--- src/rtl/mem_arbiter_if.sv ---
// Bundle of fetch, data-stage and memory-port signals for mem_arbiter.
// The slave modport is the arbiter's view; master is the requester/memory side.
interface mem_arbiter_if #(
   parameter int AW = 64,
   parameter int DW = 64
);
   logic          if_req_i;
   logic [AW-1:0] if_addr_i;
   logic          if_cancel_i;
   logic          if_ack_o;
   logic [DW-1:0] if_rdata_o;
   logic          if_err_o;

   logic          dm_req_i;
   logic          dm_we_i;
   logic [AW-1:0] dm_addr_i;
   logic [DW-1:0] dm_wdata_i;
   logic          dm_ack_o;
   logic [DW-1:0] dm_rdata_o;
   logic          dm_err_o;

   logic          mem_req_o;
   logic          mem_we_o;
   logic [AW-1:0] mem_addr_o;
   logic [DW-1:0] mem_wdata_o;
   logic          mem_ack_i;
   logic [DW-1:0] mem_rdata_i;
   logic          mem_err_i;

   modport slave (
      input  if_req_i, if_addr_i, if_cancel_i,
      output if_ack_o, if_rdata_o, if_err_o,
      input  dm_req_i, dm_we_i, dm_addr_i, dm_wdata_i,
      output dm_ack_o, dm_rdata_o, dm_err_o,
      output mem_req_o, mem_we_o, mem_addr_o, mem_wdata_o,
      input  mem_ack_i, mem_rdata_i, mem_err_i
   );

   modport master (
      output if_req_i, if_addr_i, if_cancel_i,
      input  if_ack_o, if_rdata_o, if_err_o,
      output dm_req_i, dm_we_i, dm_addr_i, dm_wdata_i,
      input  dm_ack_o, dm_rdata_o, dm_err_o,
      input  mem_req_o, mem_we_o, mem_addr_o, mem_wdata_o,
      output mem_ack_i, mem_rdata_i, mem_err_i
   );
endinterface

--- src/rtl/mem_arbiter.sv ---
// Two-requester (fetch, data stage) arbiter onto a single-outstanding memory port.
// Define MEM_ARBITER_TIMEOUT_EN to add an 8-bit watchdog that aborts a stalled access.
module mem_arbiter #(
   parameter int AW      = 64,
   parameter int DW      = 64,
   parameter int TIMEOUT = 255
) (
   input  logic          clk_i,
   input  logic          rst_i,
   mem_arbiter_if.slave  bus
);

   typedef enum logic [1:0] {IDLE, BUSY_IF, BUSY_DM} state_e;

   state_e        state_q, state_d;
   logic          cancel_q, cancel_d;
   logic          mem_req_q, mem_req_d;
   logic          mem_we_q, mem_we_d;
   logic [AW-1:0] mem_addr_q, mem_addr_d;
   logic [DW-1:0] mem_wdata_q, mem_wdata_d;
   logic          if_ack_q, if_ack_d;
   logic [DW-1:0] if_rdata_q, if_rdata_d;
   logic          if_err_q, if_err_d;
   logic          dm_ack_q, dm_ack_d;
   logic [DW-1:0] dm_rdata_q, dm_rdata_d;
   logic          dm_err_q, dm_err_d;

   logic          fin;
   logic [DW-1:0] fin_rdata;
   logic          fin_err;

`ifdef MEM_ARBITER_TIMEOUT_EN
   localparam logic [7:0] TO_LAST = 8'(TIMEOUT - 1);
   logic [7:0] wdog_q, wdog_d;
`endif

   always_comb begin
      state_d     = state_q;
      cancel_d    = cancel_q;
      mem_req_d   = mem_req_q;
      mem_we_d    = mem_we_q;
      mem_addr_d  = mem_addr_q;
      mem_wdata_d = mem_wdata_q;
      if_ack_d    = 1'b0;
      if_rdata_d  = '0;
      if_err_d    = 1'b0;
      dm_ack_d    = 1'b0;
      dm_rdata_d  = '0;
      dm_err_d    = 1'b0;
      fin         = 1'b0;
      fin_rdata   = '0;
      fin_err     = 1'b0;
`ifdef MEM_ARBITER_TIMEOUT_EN
      wdog_d      = wdog_q;
`endif
      case (state_q)
         IDLE: begin
            cancel_d = 1'b0;
`ifdef MEM_ARBITER_TIMEOUT_EN
            wdog_d   = '0;
`endif
            // A requester being acked this cycle is still holding its old request.
            if (bus.dm_req_i && !dm_ack_q) begin
               state_d     = BUSY_DM;
               mem_req_d   = 1'b1;
               mem_we_d    = bus.dm_we_i;
               mem_addr_d  = bus.dm_addr_i;
               mem_wdata_d = bus.dm_wdata_i;
            end else if (bus.if_req_i && !bus.if_cancel_i && !if_ack_q) begin
               state_d     = BUSY_IF;
               mem_req_d   = 1'b1;
               mem_we_d    = 1'b0;
               mem_addr_d  = bus.if_addr_i;
               mem_wdata_d = '0;
            end
         end
         BUSY_IF, BUSY_DM: begin
            if (state_q == BUSY_IF && bus.if_cancel_i) cancel_d = 1'b1;
            if (bus.mem_ack_i) begin
               fin       = 1'b1;
               fin_rdata = bus.mem_rdata_i;
               fin_err   = bus.mem_err_i;
            end
`ifdef MEM_ARBITER_TIMEOUT_EN
            else if (wdog_q == TO_LAST) begin
               fin     = 1'b1;
               fin_err = 1'b1;
            end else begin
               wdog_d = wdog_q + 8'd1;
            end
`endif
            if (fin) begin
               state_d   = IDLE;
               mem_req_d = 1'b0;
               cancel_d  = 1'b0;
`ifdef MEM_ARBITER_TIMEOUT_EN
               wdog_d    = '0;
`endif
               if (state_q == BUSY_DM) begin
                  dm_ack_d   = 1'b1;
                  dm_rdata_d = fin_rdata;
                  dm_err_d   = fin_err;
               end else if (!(cancel_q || bus.if_cancel_i)) begin
                  // a flushed fetch still drains the port but is never returned
                  if_ack_d   = 1'b1;
                  if_rdata_d = fin_rdata;
                  if_err_d   = fin_err;
               end
            end
         end
         default: state_d = IDLE;
      endcase
   end

   always_ff @(posedge clk_i or posedge rst_i) begin
      if (rst_i) begin
         state_q     <= IDLE;
         cancel_q    <= 1'b0;
         mem_req_q   <= 1'b0;
         mem_we_q    <= 1'b0;
         mem_addr_q  <= '0;
         mem_wdata_q <= '0;
         if_ack_q    <= 1'b0;
         if_rdata_q  <= '0;
         if_err_q    <= 1'b0;
         dm_ack_q    <= 1'b0;
         dm_rdata_q  <= '0;
         dm_err_q    <= 1'b0;
`ifdef MEM_ARBITER_TIMEOUT_EN
         wdog_q      <= '0;
`endif
      end else begin
         state_q     <= state_d;
         cancel_q    <= cancel_d;
         mem_req_q   <= mem_req_d;
         mem_we_q    <= mem_we_d;
         mem_addr_q  <= mem_addr_d;
         mem_wdata_q <= mem_wdata_d;
         if_ack_q    <= if_ack_d;
         if_rdata_q  <= if_rdata_d;
         if_err_q    <= if_err_d;
         dm_ack_q    <= dm_ack_d;
         dm_rdata_q  <= dm_rdata_d;
         dm_err_q    <= dm_err_d;
`ifdef MEM_ARBITER_TIMEOUT_EN
         wdog_q      <= wdog_d;
`endif
      end
   end

   assign bus.mem_req_o   = mem_req_q;
   assign bus.mem_we_o    = mem_we_q;
   assign bus.mem_addr_o  = mem_addr_q;
   assign bus.mem_wdata_o = mem_wdata_q;
   assign bus.if_ack_o    = if_ack_q;
   assign bus.if_rdata_o  = if_rdata_q;
   assign bus.if_err_o    = if_err_q;
   assign bus.dm_ack_o    = dm_ack_q;
   assign bus.dm_rdata_o  = dm_rdata_q;
   assign bus.dm_err_o    = dm_err_q;

endmodule

--- src/flat_wrapper.sv ---
// flat-port wrapper written by rule: the top's interface ports become plain ports
module mem_arbiter_flat 
#(
   parameter int AW      = 64,
   parameter int DW      = 64,
   parameter int TIMEOUT = 255
)
  (clk_i, rst_i, bus_if_req_i, bus_if_addr_i, bus_if_cancel_i, bus_if_ack_o, bus_if_rdata_o, bus_if_err_o, bus_dm_req_i, bus_dm_we_i, bus_dm_addr_i, bus_dm_wdata_i, bus_dm_ack_o, bus_dm_rdata_o, bus_dm_err_o, bus_mem_req_o, bus_mem_we_o, bus_mem_addr_o, bus_mem_wdata_o, bus_mem_ack_i, bus_mem_rdata_i, bus_mem_err_i);
  mem_arbiter_if #(.AW(AW), .DW(DW)) bus_i ();
  input  logic clk_i;
  input  logic rst_i;
  input wire logic [$bits(bus_i.if_req_i)-1:0] bus_if_req_i;
  input wire logic [$bits(bus_i.if_addr_i)-1:0] bus_if_addr_i;
  input wire logic [$bits(bus_i.if_cancel_i)-1:0] bus_if_cancel_i;
  output wire logic [$bits(bus_i.if_ack_o)-1:0] bus_if_ack_o;
  output wire logic [$bits(bus_i.if_rdata_o)-1:0] bus_if_rdata_o;
  output wire logic [$bits(bus_i.if_err_o)-1:0] bus_if_err_o;
  input wire logic [$bits(bus_i.dm_req_i)-1:0] bus_dm_req_i;
  input wire logic [$bits(bus_i.dm_we_i)-1:0] bus_dm_we_i;
  input wire logic [$bits(bus_i.dm_addr_i)-1:0] bus_dm_addr_i;
  input wire logic [$bits(bus_i.dm_wdata_i)-1:0] bus_dm_wdata_i;
  output wire logic [$bits(bus_i.dm_ack_o)-1:0] bus_dm_ack_o;
  output wire logic [$bits(bus_i.dm_rdata_o)-1:0] bus_dm_rdata_o;
  output wire logic [$bits(bus_i.dm_err_o)-1:0] bus_dm_err_o;
  output wire logic [$bits(bus_i.mem_req_o)-1:0] bus_mem_req_o;
  output wire logic [$bits(bus_i.mem_we_o)-1:0] bus_mem_we_o;
  output wire logic [$bits(bus_i.mem_addr_o)-1:0] bus_mem_addr_o;
  output wire logic [$bits(bus_i.mem_wdata_o)-1:0] bus_mem_wdata_o;
  input wire logic [$bits(bus_i.mem_ack_i)-1:0] bus_mem_ack_i;
  input wire logic [$bits(bus_i.mem_rdata_i)-1:0] bus_mem_rdata_i;
  input wire logic [$bits(bus_i.mem_err_i)-1:0] bus_mem_err_i;
  assign bus_i.if_req_i = bus_if_req_i;
  assign bus_i.if_addr_i = bus_if_addr_i;
  assign bus_i.if_cancel_i = bus_if_cancel_i;
  assign bus_if_ack_o = bus_i.if_ack_o;
  assign bus_if_rdata_o = bus_i.if_rdata_o;
  assign bus_if_err_o = bus_i.if_err_o;
  assign bus_i.dm_req_i = bus_dm_req_i;
  assign bus_i.dm_we_i = bus_dm_we_i;
  assign bus_i.dm_addr_i = bus_dm_addr_i;
  assign bus_i.dm_wdata_i = bus_dm_wdata_i;
  assign bus_dm_ack_o = bus_i.dm_ack_o;
  assign bus_dm_rdata_o = bus_i.dm_rdata_o;
  assign bus_dm_err_o = bus_i.dm_err_o;
  assign bus_mem_req_o = bus_i.mem_req_o;
  assign bus_mem_we_o = bus_i.mem_we_o;
  assign bus_mem_addr_o = bus_i.mem_addr_o;
  assign bus_mem_wdata_o = bus_i.mem_wdata_o;
  assign bus_i.mem_ack_i = bus_mem_ack_i;
  assign bus_i.mem_rdata_i = bus_mem_rdata_i;
  assign bus_i.mem_err_i = bus_mem_err_i;
  mem_arbiter #(.AW(AW), .DW(DW), .TIMEOUT(TIMEOUT)) u_core (.clk_i(clk_i), .rst_i(rst_i), .bus(bus_i));
endmodule
--- config.mk ---
export PLATFORM = sky130hd
export DESIGN_NAME = mem_arbiter_flat
export DESIGN_NICKNAME = d
export VERILOG_FILES = /design/src/rtl/mem_arbiter_if.sv /design/src/rtl/mem_arbiter.sv /design/src/flat_wrapper.sv
export SDC_FILE = /design/constraint.sdc
export NUM_CORES = 1
export LEC_CHECK = 0
export CORE_AREA = 4 4 204 206
export CTS_BUF_LIST = sky130_fd_sc_hd__clkbuf_8
export DETAILED_ROUTE_END_ITERATION = 8
export DIE_AREA = 0 0 208 210
export PLACE_DENSITY = 0.6
export SLEW_MARGIN = 30
export SYNTH_ARGS = -nofsm -noshare
export SYNTH_HDL_FRONTEND = slang
export SYNTH_SLANG_ARGS = --single-unit
--- constraint.sdc ---
create_clock -name clk_i -period 10.3 [get_ports clk_i]
set_input_delay 1.03 -clock clk_i [delete_from_list [all_inputs] [get_ports clk_i]]
set_output_delay 1.03 -clock clk_i [all_outputs]
set_load 0.1 [all_outputs]
=== Word-level counts from Yosys, hierarchy flattened ===
Index checks and enable logic that the tools add are counted.

* Bits in read-only memories: 0
* RAM bits: 0
* Output and inout port bits: 262
* Memories kept: 0
* Logic and storage cells: 75
* Input port bits: 264
* Latch bits: 0
* Register bits: 265

* Multipliers: 0
* $add $sub $neg: 0
* Shift operators: 0
* Equality and inequality tests: 5
* Divide/modulo/power cells: 0
* Order comparisons: 0
* Mux-type cells: 42
* Bitwise logic cells: 0
* Reduce and logical (&&, ||, !) cells: 16

{| class="wikitable"
|+ Operators with widths
! kind !! count
|-
| $mux W64 || 12
|-
| $mux W1 || 24
|-
| $mux W2 || 3
|-
| $ne A3 B1 Y1 const B || 2
|-
| $reduce_and A2 Y1 || 3
|-
| $logic_and A1 B1 Y1 || 4
|-
| $pmux W1 S2 || 2
|-
| $pmux W2 S2 || 1
|-
| $reduce_bool A2 Y1 || 2
|-
| $logic_not A1 Y1 || 3
|-
| $reduce_and A3 Y1 || 1
|-
| $eq A2 B1 Y1 const B || 1
|-
| $eq A2 B2 Y1 const B || 1
|-
| $logic_not A2 Y1 || 1
|-
| $ne A2 B1 Y1 const B || 1
|-
| $reduce_or A2 Y1 || 1
|-
| $logic_or A1 B1 Y1 || 1
|}

=== Longest topological paths before layout ===
Gate-level depths: netlist of the first run.

* Depth in word-level cells: 6
* Depth in mapped cells: 7

=== Worst setup path after synthesis of the first run ===
Ideal clock, no wire load.

* Path type: in2reg
* Start point: input port bus_if_cancel_i
* End point: register u_core.mem_addr_q[0] (netlist: u_core.bus.mem_addr_o[0])
* Data arrival time: 2.218 ns
* Library setup time: 0.125 ns
* Setup slack: 7.956 ns
* Cell stages on the path: 5
* Path buffers: 2
* Cell sequence: or3b_4 > a21bo_1 > buf_6 > buf_6 > mux2_4

* Cells in the longest elaborated chain, start to end: 5

{| class="wikitable"
|+ RTL lines
! what !! line !! RTL
|-
| start, declared || flat_wrapper.sv:14 || <nowiki>input wire logic [$bits(bus_i.if_cancel_i)-1:0] bus_if_cancel_i;</nowiki>
|-
| $logic_not A1 Y1 || mem_arbiter.sv:69 || <nowiki>end else if (bus.if_req_i && !bus.if_cancel_i && !if_ack_q) begin</nowiki>
|-
| $logic_and A1 B1 Y1 (2 in a row) || mem_arbiter.sv:69 ||
|-
| $reduce_bool A2 Y1 (no line) || n/a ||
|-
| $reduce_and A2 Y1 (no line) || n/a ||
|-
| end signal, assigned || mem_arbiter.sv:137 || <nowiki>mem_addr_q <= mem_addr_d;</nowiki>
|-
| end, declared || mem_arbiter.sv:19 || <nowiki>logic [AW-1:0] mem_addr_q, mem_addr_d;</nowiki>
|}

No other way between the ends.
A chain may end at the register's enable or synchronous reset.

=== Final worst setup path of the first run ===
* Start point: input port bus_if_cancel_i
* End point: register u_core.mem_addr_q[25] (netlist: u_core.bus.mem_addr_o[25])

Same word-level chain as after synthesis.

==> Flow_metrics.wiki, run 1 <==
{| class="wikitable"
! Metric !! Value
|-
| Largest cells by area after synthesis || dfrtp_1, mux2_2, and2_1
|-
| Cell area after synthesis || 10000 um2
|-
| Least-Margin Pin Slew || 1030 ps
|-
| Vias per cell || around 4.2
|-
| Total of flip-flops plus latches after synthesis || approximately 270
|-
| Post-DP HPWL || 24900 um
|-
| Count of flip-flops with a built-in enable after synthesis || 0
|-
| Worst path cell trace || clkdlybuf4s50_1 > or3b_4 > a21bo_4 > buf_4 > buf_16 > mux2_2
|-
| Fmax || around 310 MHz
|-
| Category of cells accounting for the largest share of critical-path delay || buffers and inverters
|-
| Ant diodes || 0
|-
| Number of buffers inserted by post-CTS setup repair || 0
|-
| Max-cap violation count || 0
|-
| Worst setup timing slack at the placement stage || approximately 6400 ps
|-
| CTS sink count || between 200 and 300
|-
| Final RePlAce weighted congestion || roughly 0.85
|-
| Final Max Slew Viols || 0
|-
| Congestion Overflow GR || 0
|-
| Synthesized Nets || 929
|-
| Number of top-level design ports || around 530
|-
| Die Outline Area || 43700 um2
|-
| Final hold viol count || 0
|-
| Clock tree from TritonCTS || yes
|-
| RSZ-0062 raised after global routing || no
|-
| Maximum number of pins on one net before global-route repair || approximately 140
|-
| Arrival time of data at the critical path endpoint || between 3000 and 4000 ps
|-
| Worst setup skew after layout || around 29 ps
|-
| Placeable Area || ~40000 um2
|-
| Post-synthesis to final-layout area growth || 65.7%
|-
| Cell with the biggest individual delay on the critical path || a21bo_4
|-
| Fraction of layout instances using a drive strength above 1 || 0.189
|-
| First-pass GRT wire length || slightly above 50000 um
|-
| Post-DRT Antenna Nets || 0
|-
| Number of buffers between clock root and the deepest sink || 3
|-
| Number of antenna violations at the first check in global routing || 2
|-
| Period utilization || 0.314
|-
| Worst setup path class || input port to register
|-
| Site Rows || between 70 and 80
|-
| Multi-input gate area in the final layout || roughly 3200 um2
|-
| Post-CTS Resized || 0
|-
| HP Class || register to register
|-
| Vias in the first global route || about 8000
|-
| Count of buffers inserted at the top-level ports || 525
|-
| Data required time at the worst endpoint || 10750 ps
|-
| Layout fillers || 3749
|-
| Setup Total Neg Slack || 0 ps
|-
| Final standard cell area without fillers || 16700 um2
|-
| Post-DR wirelength/cell || between 15 and 20 um
|-
| Post-layout minimum cycle time || 3230 ps
|-
| Non-filler cells, final || between 1500 and 2000
|-
| Die width || about 210 um
|-
| Gate count after technology mapping || approximately 660
|-
| Unique masters post-synth || 27
|-
| Total GRT Usage || 0.151
|-
| Clock slew seen by the registers of the worst setup and hold paths || 60 ps
|-
| Endpoints failing setup || 0
|-
| Sequential standard cell area || 6630 um2
|-
| Number of warnings printed during yosys synthesis || 0
|-
| Insertion delay of the later-clocked pin in the worst-skew pair || around 590 ps
|-
| Number of clock buffers inserted by TritonCTS || 48
|-
| Total number of H-tree levels || 2
|-
| Top cell type's share of synthesized area || 0.660
|-
| Headroom to the max-slew limit || 0.309
|-
| Highest cell delay on the worst timing path || about 700 ps
|-
| Master cell of the clock root buffer || clkbuf_8
|-
| Proportion of register bits with asynchronous set or reset after synthesis || 1.00
|-
| Synth Flop Type || dfrtp_1
|-
| Cell Count Post-Placement || 1676
|-
| Count of hold buffers inserted by post-cts repair || 0
|-
| First-pass iteration count of the detailed router || 5
|-
| Portion of the post-synthesis area used by sequential elements || 0.660
|-
| Mean instance size in the synthesized netlist || 15.2 um2
|-
| Worst Setup Start Kind || input port
|-
| Placed Area || roughly 16000 um2
|-
| Vias post-DR || 7385
|-
| Crit Path Max Fanout || 53
|-
| Initial Util || 0.254
|-
| First DRT Iteration DRCs || approximately 380
|-
| Y dimension of the die || 210 um
|-
| Sort of element at the end of the critical path || register
|-
| Result of the run || complete, no violations
|-
| WP buf/inv || 3
|-
| Final setup margin || 7070 ps
|-
| Final net count || approximately 1500
|-
| Remaining DRCs || 0
|-
| Final WL || between 30000 and 40000 um
|-
| Leading area contributor after synthesis || dfrtp_1
|}
[worst reg2reg max path, cell delays in order (launching register included)]
cell and delay (ps):
dfrtp_1 400, inv_1 80, ha_1 270, a21bo_4 770, buf_4 540, buf_16 310, mux2_2 390
[cell families (layout without fill, tap and decap cells)]
| group | Yosys count | in the layout | share of synthesized area |
|---|---|---|---|
| AND/OR/NAND/NOR | 145 | 145 | 0.0895 |
| multiplexers | 128 | 128 | 0.160 |
| AO/OA/AOI/OAI | 73 | 73 | 0.0626 |
| buffers and inverters | 46 | 620 | 0.0228 |
| flip-flops | 265 | 265 | 0.660 |
| adder cells (fa/ha/maj) | 4 | 4 | 0.00498 |
[layout make-up]
type,count,share of cell area
multi-input combinational,350,0.193
sequential,265,0.398
timing repair buffer,532,0.313
clock inverter,27,0.00796
inverter,4,0.00165
clock buffer,57,0.0471
tap,525,0.0394
[Yosys cell counts (2+ instances only)]
master    number
a22o_1        65
and2_1       132
and3_1         2
buf_1          9
buf_2          9
buf_6          6
clkbuf_1      18
dfrtp_1      265
ha_1           4
inv_1          4
mux2_2        83
mux2_4        45
nand2_1        3
nor2_1         2
nor2b_1        2
[registers in the layout, summed over array words and instances (netlist names)]
signal	count
u_core.bus.dm_rdata_o	64
u_core.bus.if_rdata_o	64
u_core.bus.mem_addr_o	64
u_core.bus.mem_wdata_o	64
u_core.state_q	2
u_core.bus.dm_ack_o	1
u_core.bus.dm_err_o	1
u_core.bus.if_ack_o	1
u_core.bus.if_err_o	1
u_core.bus.mem_req_o	1
u_core.bus.mem_we_o	1
u_core.cancel_q	1
[through the flow]
step	utilization	hold WS, ps
final	0.420	491
after global routing	0.420	508
after CTS	0.422	502
after detailed placement	0.399	481
after global placement	0.399	481
after floorplan	-	461
[routing by layer]
layer  part of all wire  GRT usage  vias to the layer above
li1                   -          -                     3359
met1               0.37      0.166                     3599
met2               0.48      0.249                      365
met3               0.12     0.0807                       58
met4              0.029     0.0546                        4
met5            0.00079          0                        -
[cell usage in the layout (no fill, tap or decap), types with 2 or more instances in the layout]
cell type / count
clkdlybuf4s50_1: 500
dfrtp_1: 265
and2_1: 131
mux2_2: 83
a22o_1: 65
clkbuf_8: 57
mux2_4: 45
buf_2: 23
inv_1: 21
clkinv_2: 5
buf_4: 5
ha_1: 4
nand2_1: 3
clkinv_8: 2
nor2_1: 2
clkinvlp_4: 2
clkbuf_2: 2
[worst paths after layout]
check                                                        from                                      to  slack (ps)  depth (start not counted)
max in group asynchronous                                   rst_i   u_core.bus.mem_addr_o[40]$_DFFE_PP0P_        7950                          3
hold / removal             u_core.bus.mem_wdata_o[62]$_DFFE_PP0P_  u_core.bus.mem_wdata_o[62]$_DFFE_PP0P_         490                          1
hold reg to reg            u_core.bus.mem_wdata_o[62]$_DFFE_PP0P_  u_core.bus.mem_wdata_o[62]$_DFFE_PP0P_         490                          1
setup reg to reg                    u_core.state_q[0]$_DFFE_PP0P_   u_core.bus.mem_addr_o[25]$_DFFE_PP0P_        7400                          6
min in group asynchronous                                   rst_i  u_core.bus.mem_wdata_o[56]$_DFFE_PP0P_         990                          2
setup / recovery                                  bus_if_cancel_i   u_core.bus.mem_addr_o[25]$_DFFE_PP0P_        7070                          6
Power of run 1 is not shown: default switching activity piles up to over one toggle a cycle in this logic, so the estimate is an artifact.
==> inputs of run 2 (changes only) <==
CORE_AREA = 4 4 202 204   (was 4 4 204 206)
DIE_AREA = 0 0 206 208   (was 0 0 208 210)
PLACE_DENSITY = 0.63   (was 0.6)
clock period = 2.6 ns   (was 10.3 ns; I/O delays follow)
==> Flow_metrics.wiki, run 2 (same netlist as run 1, synthesis figures left out) <==
{| class="wikitable"
! Metric !! Value
|-
| Initial Util || 0.256 (was 0.254)
|-
| Count of buffers inserted at the top-level ports || 525 (unchanged)
|-
| Max-cap violation count || 0 (unchanged)
|-
| Detail Route met3 WL || 3860 um (was 4040 um)
|-
| Crit Path Max Fanout || 45 (was 53)
|-
| Number of buffers inserted by post-CTS setup repair || 0 (unchanged)
|-
| Count of hold buffers inserted by post-cts repair || 0 (unchanged)
|-
| Vias post-DR || 7361 (was 7385)
|-
| Placeable Area || 39300 um2 (was 39600 um2)
|-
| Highest routing layer actually used || met5 (unchanged)
|-
| Final Max Slew Viols || 0 (unchanged)
|-
| Most common cell after layout, fill and taps aside || buf_4 (was clkdlybuf4s50_1)
|-
| Fmax || 444 MHz
|-
| Least-Margin Pin Slew || 658 ps (was 1030 ps)
|-
| Master cell of the clock root buffer || clkbuf_8 (unchanged)
|-
| Ant diodes || 0 (unchanged)
|-
| Number of top-level design ports || 526 (unchanged)
|-
| Met1 wire length || 12600 um (about the same)
|-
| Post-DR wirelength/cell || 18.5 um (was 19.3 um)
|-
| Period utilization || 0.866
|-
| CTS sink count || 265 (unchanged)
|-
| Congestion Overflow GR || 0 (unchanged)
|-
| Clock tree from TritonCTS || yes (unchanged)
|-
| Y dimension of the die || 208 um (was 210 um)
|-
| First-pass iteration count of the detailed router || 4 (was 5)
|-
| Final net count || 1486 (was 1469)
|-
| Arrival time of data at the critical path endpoint || 2770 ps (was 3680 ps)
|-
| Post-DP HPWL || 24800 um (was 24900 um)
|-
| Post-layout minimum cycle time || 2250 ps
|-
| Vias per cell || 4.13 (was 4.20)
|-
| Number of clock buffers inserted by TritonCTS || 46 (was 48)
|-
| Number of buffers between clock root and the deepest sink || 3 (unchanged)
|-
| First-pass GRT wire length || 49200 um (was 51600 um)
|-
| Worst Setup Start Kind || register (was input port)
|-
| Most frequent cells in the layout || buf_4, dfrtp_1, clkdlybuf4s50_1 (was clkdlybuf4s50_1, dfrtp_1, and2_1)
|-
| Final WL || 33000 um (was 34000 um)
|-
| Remaining DRCs || 0 (unchanged)
|-
| Worst setup path class || register to register (was input port to register)
|-
| RSZ-0062 raised after global routing || no (unchanged)
|-
| Vias in the first global route || 8153 (was 8233)
|-
| Sort of element at the end of the critical path || register (unchanged)
|-
| Headroom to the max-slew limit || 0.561 (was 0.309)
|-
| Die width || 206 um (was 208 um)
|-
| Post-CTS Resized || 0 (unchanged)
|-
| Final worst hold slack || 200 ps (was 491 ps)
|-
| Fin util || 0.417 (was 0.420)
|-
| Maximum number of pins on one net before global-route repair || 101 (was 135)
|-
| Site Rows || 73 (unchanged)
|-
| Number of antenna violations at the first check in global routing || 1 (was 2)
|-
| Post-synthesis to final-layout area growth || 63.0% (was 65.7%)
|-
| Final hold viol count || 0 (unchanged)
|-
| Worst setup skew after layout || 27.9 ps (was 29.1 ps)
|-
| First DRT Iteration DRCs || 278 (was 376)
|-
| Die Outline Area || 42800 um2 (was 43700 um2)
|-
| Fraction of layout instances using a drive strength above 1 || 0.391 (was 0.189)
|-
| Endpoints failing setup || 0 (unchanged)
|-
| Result of the run || complete, no violations (unchanged)
|-
| Layout fillers || 3703 (was 3749)
|-
| HP Class || input port to async pin (was register to register)
|-
| Met2 Wirelength || 15700 um (was 16400 um)
|-
| Clock slew seen by the registers of the worst setup and hold paths || 60 ps (about the same)
|-
| Total GRT Usage || 0.148 (was 0.151)
|-
| Post-DRT Antenna Nets || 0 (unchanged)
|-
| Insertion delay of the later-clocked pin in the worst-skew pair || 590 ps (about the same)
|-
| Final RePlAce weighted congestion || 0.770 (was 0.851)
|-
| Data required time at the worst endpoint || 3120 ps (was 10750 ps)
|-
| Total number of H-tree levels || 2 (unchanged)
|}
[run 2: cell types whose count changed in the layout (fill, tap and decap cells not counted), moves of 2 or more]
cell and delta:
clkbuf_8 +2, buf_2 -23, clkinv_8 -2, clkdlybuf4s50_1 -237, buf_4 +276, bufinv_16 +2
clkbuf_2 -2, buf_12 +7
[run 2: path summary, 6_finish.rpt]
path,start,depth (start not counted),end,slack (ps)
worst max-delay path,u_core.state_q[0]$_DFFE_PP0P_,5,u_core.bus.mem_wdata_o[47]$_DFFE_PP0P_,350
worst min-delay path,rst_i,3,u_core.bus.if_rdata_o[50]$_DFF_PP0_,200
worst max register to register,u_core.state_q[0]$_DFFE_PP0P_,5,u_core.bus.mem_wdata_o[47]$_DFFE_PP0P_,350
worst min register to register,u_core.bus.mem_wdata_o[53]$_DFFE_PP0P_,1,u_core.bus.mem_wdata_o[53]$_DFFE_PP0P_,500
max in group asynchronous,rst_i,3,u_core.bus.mem_addr_o[19]$_DFFE_PP0P_,1760
min in group clk_i,bus_mem_rdata_i[34],2,u_core.bus.dm_rdata_o[34]$_DFF_PP0_,240
[run 2: through the flow]
| stage | setup WS, ps | cell area [um2] | TNS (ps) | std cells |
|---|---|---|---|---|
| 4_1_cts | 345 | 16400 | 0 | 1781 |
| 5_1_grt | 189 | 16400 | 0 | 1781 |
| 3_5_place_dp | 139 | 15400 | 0 | 1695 |
| 6_report | 349 | 16400 | 0 | 1781 |
| 2_1_floorplan | -1160 | 10100 | -306740 | 661 |
| 3_3_place_gp | 219 | 15400 | 0 | 1695 |
[run 2: layer usage]
layer,global-route usage,vias to the layer above
met5,0,-
met4,0.0507,2
met3,0.0655,45
met2,0.246,355
met1,0.170,3565
li1,-,3394
[run 2: critical path, cell delays in order, from the launching register on]
cell	delay, ps
dfrtp_1	390
inv_1	80
ha_1	280
a21bo_4	620
buf_4	550
a22o_1	210
[run 2: cell type report]
| cell class | instances | area, um2 | share of cell area |
|---|---|---|---|
| clock buffers | 59 | 812 | 0.0496 |
| clock inverters | 27 | 170 | 0.0104 |
| inverters | 4 | 18.8 | 0.00115 |
| multi-input cells | 350 | 3210 | 0.196 |
| flip-flops and latches | 265 | 6630 | 0.405 |
| well taps | 525 | 657 | 0.0401 |
| repair buffers | 551 | 4880 | 0.298 |
Power of run 2 is left out for the same reason.
==> inputs of run 3 (changes only) <==
clock period = 1.9 ns   (was 2.6 ns; I/O delays follow)
==> Flow_metrics.wiki, run 3 (same netlist as run 1, synthesis figures left out) <==
{| class="wikitable"
! Metric !! Value
|-
| Clock tree from TritonCTS || yes (unchanged)
|-
| Result of the run || complete, no violations (unchanged)
|-
| Y dimension of the die || 208 um (unchanged)
|-
| Post-synthesis to final-layout area growth || 65.6% (was 63.0%)
|-
| Crit Path Max Fanout || 10 (was 45)
|-
| Data required time at the worst endpoint || 2360 ps (was 3120 ps)
|-
| Master cell of the clock root buffer || clkbuf_8 (unchanged)
|-
| Final hold viol count || 0 (unchanged)
|-
| Remaining DRCs || 0 (unchanged)
|-
| Highest cell delay on the worst timing path || 430 ps (was 620 ps)
|-
| Capture endpoint of the worst hold path || u_core.bus.if_rdata_o[58]$_DFF_PP0_
|-
| Register-to-Register Path Depth || 4 (was 5)
|-
| Max-cap violation count || 0 (unchanged)
|-
| Sequential standard cell area || 6630 um2 (unchanged)
|-
| WP buf/inv || 1 (was 2)
|-
| Final WL || 33000 um (about the same)
|-
| First DRT Iteration DRCs || 244 (was 278)
|-
| First-pass GRT wire length || 48900 um (was 49200 um)
|-
| Vias in the first global route || 8368 (was 8153)
|-
| Die Outline Area || 42800 um2 (unchanged)
|-
| Post-DP HPWL || 24800 um (about the same)
|-
| Start of the worst register-to-register path || u_core.bus.if_ack_o$_DFF_PP0_ (was u_core.state_q[0]$_DFFE_PP0P_)
|-
| Final RePlAce weighted congestion || 0.760 (was 0.770)
|-
| Total number of H-tree levels || 2 (unchanged)
|-
| HP Class || input port to register (was input port to async pin)
|-
| Count of hold buffers inserted by post-cts repair || 1 (was 0)
|-
| Number of clock buffers inserted by TritonCTS || 48 (was 46)
|-
| Number of buffers between clock root and the deepest sink || 3 (unchanged)
|-
| Final worst hold slack || 160 ps (was 200 ps)
|-
| Clock slew seen by the registers of the worst setup and hold paths || 60 ps (about the same)
|-
| Startpoint of the lowest-slack hold path || bus_mem_rdata_i[58]
|-
| Worst setup skew after layout || 23.2 ps (was 27.9 ps)
|-
| Insertion delay of the later-clocked pin in the worst-skew pair || 610 ps (was 590 ps)
|-
| Congestion Overflow GR || 0 (unchanged)
|-
| Worst path cell trace || or3b_4 > a21bo_4 > buf_4 > mux2_4 (was inv_1 > ha_1 > a21bo_4 > buf_4 > a22o_1)
|-
| Number of antenna violations at the first check in global routing || 1 (unchanged)
|-
| Endpoints failing setup || 0 (unchanged)
|-
| Placeable Area || 39300 um2 (unchanged)
|-
| Worst setup path class || register to register (unchanged)
|-
| Setup slack on the worst flop-to-flop path || 110 ps (was 350 ps)
|-
| Multi-input gate area in the final layout || 3210 um2 (unchanged)
|-
| Fmax || 558 MHz (was 444 MHz)
|-
| Headroom to the max-slew limit || 0.634 (was 0.561)
|-
| Sort of element at the end of the critical path || register (unchanged)
|-
| Post-layout minimum cycle time || 1790 ps (was 2250 ps)
|-
| Fraction of layout instances using a drive strength above 1 || 0.402 (was 0.391)
|-
| Maximum number of pins on one net before global-route repair || 99 (was 101)
|-
| Die width || 206 um (unchanged)
|-
| First-pass iteration count of the detailed router || 6 (was 4)
|-
| Arrival time of data at the critical path endpoint || 2260 ps (was 2770 ps)
|-
| Destination of the worst register-to-register timing path || u_core.bus.mem_addr_o[4]$_DFFE_PP0P_ (was u_core.bus.mem_wdata_o[47]$_DFFE_PP0P_)
|-
| Total GRT Usage || 0.147 (was 0.148)
|-
| Period utilization || 0.944 (was 0.866)
|-
| Post-CTS Resized || 0 (unchanged)
|-
| Hold path cells || 2
|-
| Site Rows || 73 (unchanged)
|-
| Vias post-DR || 7445 (was 7361)
|-
| Final Max Slew Viols || 0 (unchanged)
|-
| Post-DR wirelength/cell || 18.4 um (was 18.5 um)
|-
| Cell with the biggest individual delay on the critical path || or3b_4 (was a21bo_4)
|-
| Layout fillers || 3624 (was 3703)
|-
| Least-Margin Pin Slew || 549 ps (was 658 ps)
|-
| CTS sink count || 265 (unchanged)
|-
| Vias per cell || 4.14 (was 4.13)
|-
| Most common cell after layout, fill and taps aside || buf_4 (unchanged)
|-
| Most frequent cells in the layout || buf_4, dfrtp_1, clkdlybuf4s50_1 (unchanged)
|-
| RSZ-0062 raised after global routing || no (unchanged)
|-
| Number of buffers inserted by post-CTS setup repair || 0 (unchanged)
|-
| Worst Setup Start Kind || register (unchanged)
|-
| Count of buffers inserted at the top-level ports || 525 (unchanged)
|-
| Post-DRT Antenna Nets || 0 (unchanged)
|-
| Number of top-level design ports || 526 (unchanged)
|-
| Category of cells accounting for the largest share of critical-path delay || simple AND/OR/NAND/NOR gates (was compound AO/OA/AOI/OAI gates)
|-
| Ant diodes || 0 (unchanged)
|-
| Final net count || 1505 (was 1486)
|-
| Initial Util || 0.256 (unchanged)
|}
==> run 3: cell types whose count changed in the layout (fill, tap and decap cells not counted), sizes merged <==
cell | before | now
clkinvlp | 2 | 1
dlygate4sd3 | 0 | 1
buf | 288 | 304
clkinv | 4 | 8
clkbuf | 59 | 60
inv | 23 | 18
==> run 3: layer usage <==
metal  part of all wire  vias to the layer above  routed length, um  global-route usage
met4              0.025                        0                821              0.0505
met1               0.36                     3573              12000               0.160
met5                  0                        -                  0                   0
met2               0.48                      384              15900               0.249
met3               0.13                       58               4310              0.0728
li1                   -                     3430                  -                   -
==> run 3: worst max path at each step <==
| stage | cells past startpoint | startpoint | slack [ps] | endpoint |
|---|---|---|---|---|
| detailed placement | 5 | bus_if_cancel_i | -180 | u_core.bus.mem_addr_o[40]$_DFFE_PP0P_ |
| global route | 7 | u_core.state_q[0]$_DFFE_PP0P_ | 10 | u_core.bus.if_rdata_o[10]$_DFF_PP0_ |
| finish | 4 | u_core.bus.if_ack_o$_DFF_PP0_ | 110 | u_core.bus.mem_addr_o[4]$_DFFE_PP0P_ |
| CTS | 4 | u_core.bus.if_ack_o$_DFF_PP0_ | 90 | u_core.bus.mem_addr_o[4]$_DFFE_PP0P_ |
| global placement | 5 | bus_if_cancel_i | -140 | u_core.bus.mem_addr_o[33]$_DFFE_PP0P_ |
| floorplan | 1 | rst_i | -1790 | u_core.bus.dm_ack_o$_DFF_PP0_ |
==> run 3: worst register-to-register path, delay by kind of cell (launching register included) <==
kind            cells  cell delay [ps]
buf+inv             1              210
mux                 1              300
flops               1              400
compound gates      1              320
simple gates        1              430
==> run 3: through the flow <==
step	worst slack, ps	instance area (um2)	setup TNS (ps)	util	cells
floorplan	-1790	10100	-503170	-	661
global placement	-141	15600	-10700	0.398	1711
detailed placement	-177	15600	-15520	0.398	1711
CTS	91.3	16600	0	0.424	1797
global route	14.3	16600	0	0.424	1797
finish	107	16600	0	0.424	1797
==> run 3: layout make-up <==
class / instances / share of cell area
Clock buffer: 60 / 0.0496
Clock inverter: 25 / 0.0113
Sequential cell: 265 / 0.398
Multi-Input combinational cell: 350 / 0.193
Tap cell: 525 / 0.0395
Inverter: 4 / 0.00113
Timing Repair Buffer: 568 / 0.307
Power of run 3 is left out for the same reason.
